<file path="config.mk">
export PLATFORM = sky130hd
export DESIGN_NAME = sid_wavegen_flat
export DESIGN_NICKNAME = d
export VERILOG_FILES = /design/src/rtl/sid_wavegen_if.sv /design/src/rtl/sid_wavegen.sv /design/src/flat_wrapper.sv
export SDC_FILE = /design/constraint.sdc
export NUM_CORES = 1
export LEC_CHECK = 0
export CAP_MARGIN = 20
export CORE_MARGIN = 2
export CORE_UTILIZATION = 50
export DETAILED_ROUTE_END_ITERATION = 8
export DONT_BUFFER_PORTS = 1
export GPL_TIMING_DRIVEN = 1
export HOLD_SLACK_MARGIN = 0.08
export PLACE_DENSITY = 0.61
export SYNTH_ARGS = -nofsm -noshare
export SYNTH_HDL_FRONTEND = slang
export SYNTH_SLANG_ARGS = --single-unit
</file>
<file path="constraint.sdc">
create_clock -name clk -period 4 [get_ports clk]
set_input_delay 0.6 -clock clk [delete_from_list [all_inputs] [get_ports clk]]
set_output_delay 0.6 -clock clk [all_outputs]
set_load 0.05 [all_outputs]
</file>
<file path="src/rtl/sid_wavegen_if.sv">
// Control/data bundle between the voice accumulator stage and the SID waveform stage.
// master drives phase, pulse width and control; slave (sid_wavegen) returns the waveform.
interface sid_wavegen_if #(
    parameter int unsigned ACC_W = 24,
    parameter int unsigned OUT_W = 12
);
    logic [ACC_W-1:0] acc_in;
    logic [11:0]      pw;
    logic [3:0]       wave_sel;
    logic             test;
    logic             ring_mod;
    logic             ring_msb;
    logic [OUT_W-1:0] wave_out;

    modport master (
        output acc_in,
        output pw,
        output wave_sel,
        output test,
        output ring_mod,
        output ring_msb,
        input  wave_out
    );

    modport slave (
        input  acc_in,
        input  pw,
        input  wave_sel,
        input  test,
        input  ring_mod,
        input  ring_msb,
        output wave_out
    );
endinterface

</file>
<file path="src/rtl/sid_wavegen.sv">
// SID 6581 oscillator waveform stage: triangle/saw/pulse/noise selection, noise LFSR, ring mod.
// Optional macro SID_ZERO_HOLD_EN: wave_sel=0 holds the previous output instead of driving zero.
module sid_wavegen #(
    parameter int unsigned         ACC_W     = 24,
    parameter int unsigned         OUT_W     = 12,
    parameter int unsigned         LFSR_W    = 23,
    parameter logic [LFSR_W-1:0]   LFSR_SEED = 23'h7FFFF8
) (
    input  logic          clk,
    input  logic          rst,
    sid_wavegen_if.slave  bus
);

    localparam int unsigned NoiseClkBit = 19;

    logic [OUT_W-1:0]  wave_q;
    logic [OUT_W-1:0]  wave_d;
    logic [LFSR_W-1:0] lfsr_q;
    logic [LFSR_W-1:0] lfsr_d;
    logic              b19_q;

    logic [OUT_W-1:0]  saw;
    logic [OUT_W-1:0]  tri_w;
    logic [OUT_W-1:0]  pul;
    logic [OUT_W-1:0]  nse;
    logic [OUT_W-1:0]  mix;
    logic              msb_x;
    logic              noise_clk;

    // Waveform generators, all purely combinational from the current phase and LFSR.
    always_comb begin
        saw   = bus.acc_in[ACC_W-1 -: OUT_W];
        // Ring modulation flips the triangle fold direction with the modulating voice's MSB.
        msb_x = bus.acc_in[ACC_W-1] ^ (bus.ring_mod & bus.ring_msb);
        tri_w = msb_x ? ~bus.acc_in[ACC_W-2 -: OUT_W] : bus.acc_in[ACC_W-2 -: OUT_W];
        pul   = (bus.test || (saw >= bus.pw)) ? '1 : '0;
        nse   = {lfsr_q[22], lfsr_q[20], lfsr_q[16], lfsr_q[13],
                 lfsr_q[11], lfsr_q[7],  lfsr_q[4],  lfsr_q[2], 4'b0000};
    end

    // Selected waveforms are wire-ANDed together, as on the real chip.
    always_comb begin
        mix = '1;
        if (bus.wave_sel[0]) mix = mix & tri_w;
        if (bus.wave_sel[1]) mix = mix & saw;
        if (bus.wave_sel[2]) mix = mix & pul;
        if (bus.wave_sel[3]) mix = mix & nse;
        wave_d = mix;
        if (bus.wave_sel == 4'b0000) begin
`ifdef SID_ZERO_HOLD_EN
            wave_d = wave_q;
`else
            wave_d = '0;
`endif
        end
    end

    // Noise register clocks on the rising edge of phase bit 19; test reseeds and wins.
    always_comb begin
        noise_clk = bus.acc_in[NoiseClkBit] & ~b19_q;
        lfsr_d    = lfsr_q;
        if (bus.test) begin
            lfsr_d = LFSR_SEED;
        end else if (noise_clk) begin
            lfsr_d = {lfsr_q[LFSR_W-2:0], lfsr_q[22] ^ lfsr_q[17]};
        end
    end

    always_ff @(posedge clk or negedge rst) begin
        if (!rst) begin
            wave_q <= '0;
            lfsr_q <= LFSR_SEED;
            b19_q  <= 1'b0;
        end else begin
            wave_q <= wave_d;
            lfsr_q <= lfsr_d;
            b19_q  <= bus.acc_in[NoiseClkBit];
        end
    end

    assign bus.wave_out = wave_q;

endmodule

</file>
<file path="src/flat_wrapper.sv">
// flat-port wrapper written by rule: the top's interface ports become plain ports
module sid_wavegen_flat 
#(
    parameter int unsigned         ACC_W     = 24,
    parameter int unsigned         OUT_W     = 12,
    parameter int unsigned         LFSR_W    = 23,
    parameter logic [LFSR_W-1:0]   LFSR_SEED = 23'h7FFFF8
)
  (clk, rst, bus_acc_in, bus_pw, bus_wave_sel, bus_test, bus_ring_mod, bus_ring_msb, bus_wave_out);
  sid_wavegen_if #(.ACC_W(ACC_W), .OUT_W(OUT_W)) bus_i ();
  input  logic clk;
  input  logic rst;
  input wire logic [$bits(bus_i.acc_in)-1:0] bus_acc_in;
  input wire logic [$bits(bus_i.pw)-1:0] bus_pw;
  input wire logic [$bits(bus_i.wave_sel)-1:0] bus_wave_sel;
  input wire logic [$bits(bus_i.test)-1:0] bus_test;
  input wire logic [$bits(bus_i.ring_mod)-1:0] bus_ring_mod;
  input wire logic [$bits(bus_i.ring_msb)-1:0] bus_ring_msb;
  output wire logic [$bits(bus_i.wave_out)-1:0] bus_wave_out;
  assign bus_i.acc_in = bus_acc_in;
  assign bus_i.pw = bus_pw;
  assign bus_i.wave_sel = bus_wave_sel;
  assign bus_i.test = bus_test;
  assign bus_i.ring_mod = bus_ring_mod;
  assign bus_i.ring_msb = bus_ring_msb;
  assign bus_wave_out = bus_i.wave_out;
  sid_wavegen #(.ACC_W(ACC_W), .OUT_W(OUT_W), .LFSR_W(LFSR_W), .LFSR_SEED(LFSR_SEED)) u_core (.clk(clk), .rst(rst), .bus(bus_i));
endmodule
</file>
==> impl_metrics.csv <==
group,metric,value,unit
finish,drive_gt1_share,22.2,%
worst_setup_path,crit_path_start_kind,"input port",
clock_tree,numCtsBuffers,5,
finish,area_growth_syn_to_layout,5.48,%
worst_setup_path,crit_path_frequent_cell,"a2111oi_0",
power_and_ir_drop,p_leak,0.000775,µW
clock_tree,tritoncts,"done",
synth,syn_inst,157,
worst_setup_path,worstPathRequired,4.21,ns
routing,viasPerCell,5.88,
clock_tree,htree_levels,2,
sta,rsz0062_at_grt,"false",
sta,period_share,53.7,%
synth,ys.flop_type,"dfstp_2",
clock_tree,clockRootBuffer,"clkbuf_4",
worst_setup_path,timing.rr.end,"u_core.lfsr_q[0]",
synth,synth.area.top_cells,"dfstp_2 (29%), dfrtp_1 (22%), o22a_1 (9.6%)",
placed_design,place_hpwl,2470,µm
worst_setup_path,slowest_delay,0.58,ns
finish,multi_input_area,787,µm²
synth,syn_avg_cell_area,11.6,µm²
worst_setup_path,slowest_stage,"a2bb2oi_2",
floorplan,row_count,21,
global_route,grt_pass1_vias,1302,
sta,layout_min_cycle_time,2.15,ns
sta,holdWs,0.282,ns
clock_tree,post_cts_resized,0,
worst_setup_path,r2r-start,"u_core.b19_q",
global_route,grt_start_max_net_pins,35,
worst_setup_path,critPathCaptureType,"flop",
synth,synth-edff-count,0,
sta,drv_slew,0,
global_route,grtUsageTotal,20.1,%
sta,max_slew_margin,44.4,%
floorplan,core,0.00342,mm²
floorplan,die_y,64.4,µm
worst_setup_path,reg2reg_slack,2.59,ns
routing,dr.first_iter.drc_count,42,
clock_tree,clk_latency,0.35,ns
synth,synth_area_leader_cell,"dfstp_2",
finish,seq_area,926,µm²
status,status,"complete, no violations",
synth,ys_ff_latch,36,
worst_setup_path,reg2reg_depth,3,
finish,antenna_cells,0,
power_and_ir_drop,total_power,726,µW
synth,synth_top_cell_area_share,28.8,%
placed_design,gp_congestion,0.784,
sta,fin_worst_skew,0.0174,ns
worst_setup_path,crit_type,"in2reg",
worst_setup_path,critPathTopFamily,"compound AO/OA/AOI/OAI gates",
global_route,antenna_found_initial,0,
run,cap_violations,0,
floorplan,die_w,64.4,µm
floorplan,start_util,53.4,%
global_route,gr-total-overflow,0,
routing,postRouteAntennaNets,0,
clock_tree,path_clk_slew,0.13,ns
worst_setup_path,critPathMaxFanout,12,
placed_design,place_area,0.00183,mm²
synth,async_flop_share,100,%
clock_tree,cts.hold.buffers_added,2,
routing,dr.pass1.iters,4,
clock_tree,clkSinkCount,36,
worst_setup_path,worstPathArrival,2.35,ns
synth,yosys-top-cells-count,"dfstp_2 (20), o22a_1 (20), inv_1 (17)",
routing,num_vias,1199,
global_route,grt_pass1_wl,6190,µm
routing,drt_wl_total,3580,µm
finish,fill_cells,300,
sta,setup_viol_count_final,0,
power_and_ir_drop,p_per_area,377,mW/mm²
worst_setup_path,crit_chain,"inv_1, ha_1, nand2b_1, a2111oi_0, o21ai_0, a2bb2oi_2, a2111oi_0",
placed_design,io_buffers,0,
routing,wire_per_inst,17.6,µm
synth,synthesis.area,0.00183,mm²
sta,max_freq,466,MHz
floorplan,io_pins,57,
sta,finalHoldViolCount,0,
finish,fin_nets,214,
clock_tree,post_cts_buffers,0,
routing,drc_errors,0,
sta,worst_pin_slew,0.834,ns
worst_setup_path,path_buf_inv,1,
worst_setup_path,path_depth,7,
worst_hold_path,hold_class,"in2reg",
worst_setup_path,critPathLaunch,"bus_acc_in[12]",
synth,yosysWarnings,0,
synth,yosysSeqAreaShare,50.7,%
clock_tree,clockBufferDepth,2,
finish,finalInstanceArea,0.00193,mm²
power_and_ir_drop,peakVddDrop,0.212,mV
synth,yosys.cell_types.count,28,
worst_setup_path,cp-endpoint,"u_core.bus.wave_out[0]",
sta,fin_tns_setup,0,ns
floorplan,dieArea,0.00415,mm²
synth,synth_fp_nets,214,
[placed cells by master, fill, tap and decap left out, types with 4 or more instances in the layout]
cell type and instances:
o22a_1 20, dfstp_2 20, inv_1 17, dfrtp_1 16, ha_1 12, xor2_1 11, o22ai_1 11, a211oi_1 8
nor2_1 5, clkbuf_4 5, a21oi_1 4
[cells by family (layout without fill, tap and decap cells)]
family	after synthesis	count (layout)	synth area share, %
fa+ha+maj	12	12	8.22
flops	36	36	50.7
compound gates	53	53	23.5
simple gates	16	16	4.25
xor+xnor	14	14	7.13
buf+inv	26	27	6.17
[how the worst min path moves through the flow]
stage                   startpoint                       to  slack [ns]  cells past startpoint
detailed placement             rst  u_core.bus.wave_out[11]        0.31                      0
finish              bus_acc_in[19]             u_core.b19_q        0.28                      0
global placement               rst  u_core.bus.wave_out[11]        0.31                      0
floorplan                      rst             u_core.b19_q        0.30                      0
global route        bus_acc_in[19]             u_core.b19_q        0.26                      0
CTS                 bus_acc_in[19]             u_core.b19_q        0.27                      0
[metrics by stage]
stage	setup WS, ns	cells	utilization, %
3_3_place_gp	1.50	194	53.7
3_5_place_dp	1.45	194	53.7
5_1_grt	1.64	204	56.4
2_1_floorplan	1.93	157	-
6_report	1.85	204	56.4
4_1_cts	1.82	204	56.4
[layer usage]
metal  GRT usage [%]  wire length [µm]  vias to the layer above
met4            7.71                61                        0
met1            25.1              1570                      577
met5               0                 0                        -
li1                -                 -                      574
met3            7.64               229                        6
met2            31.6              1720                       42
[where the power goes]
part	leakage [µW]	switching (µW)	internal (µW)
combinational	0.000335	52.7	35.5
clock	0.0000274	129	69.1
sequential	0.000413	59.3	381
[flip-flops by register name, summed over array words and instances, names as in the netlist]
signal / flops
u_core.bus.wave_out: 12
u_core.b19_q: 1
u_core.lfsr_q: 23
[layout make-up]
| cell class | count | share of cell area [%] |
|---|---|---|
| flip-flops and latches | 36 | 48.1 |
| multi-input cells | 95 | 40.9 |
| inverters | 17 | 3.31 |
| well taps | 46 | 2.99 |
| clock buffers | 5 | 1.95 |
| repair buffers | 2 | 1.56 |
| clock inverters | 3 | 1.23 |
No activity file was read; power rests on OpenSTA's default activity.
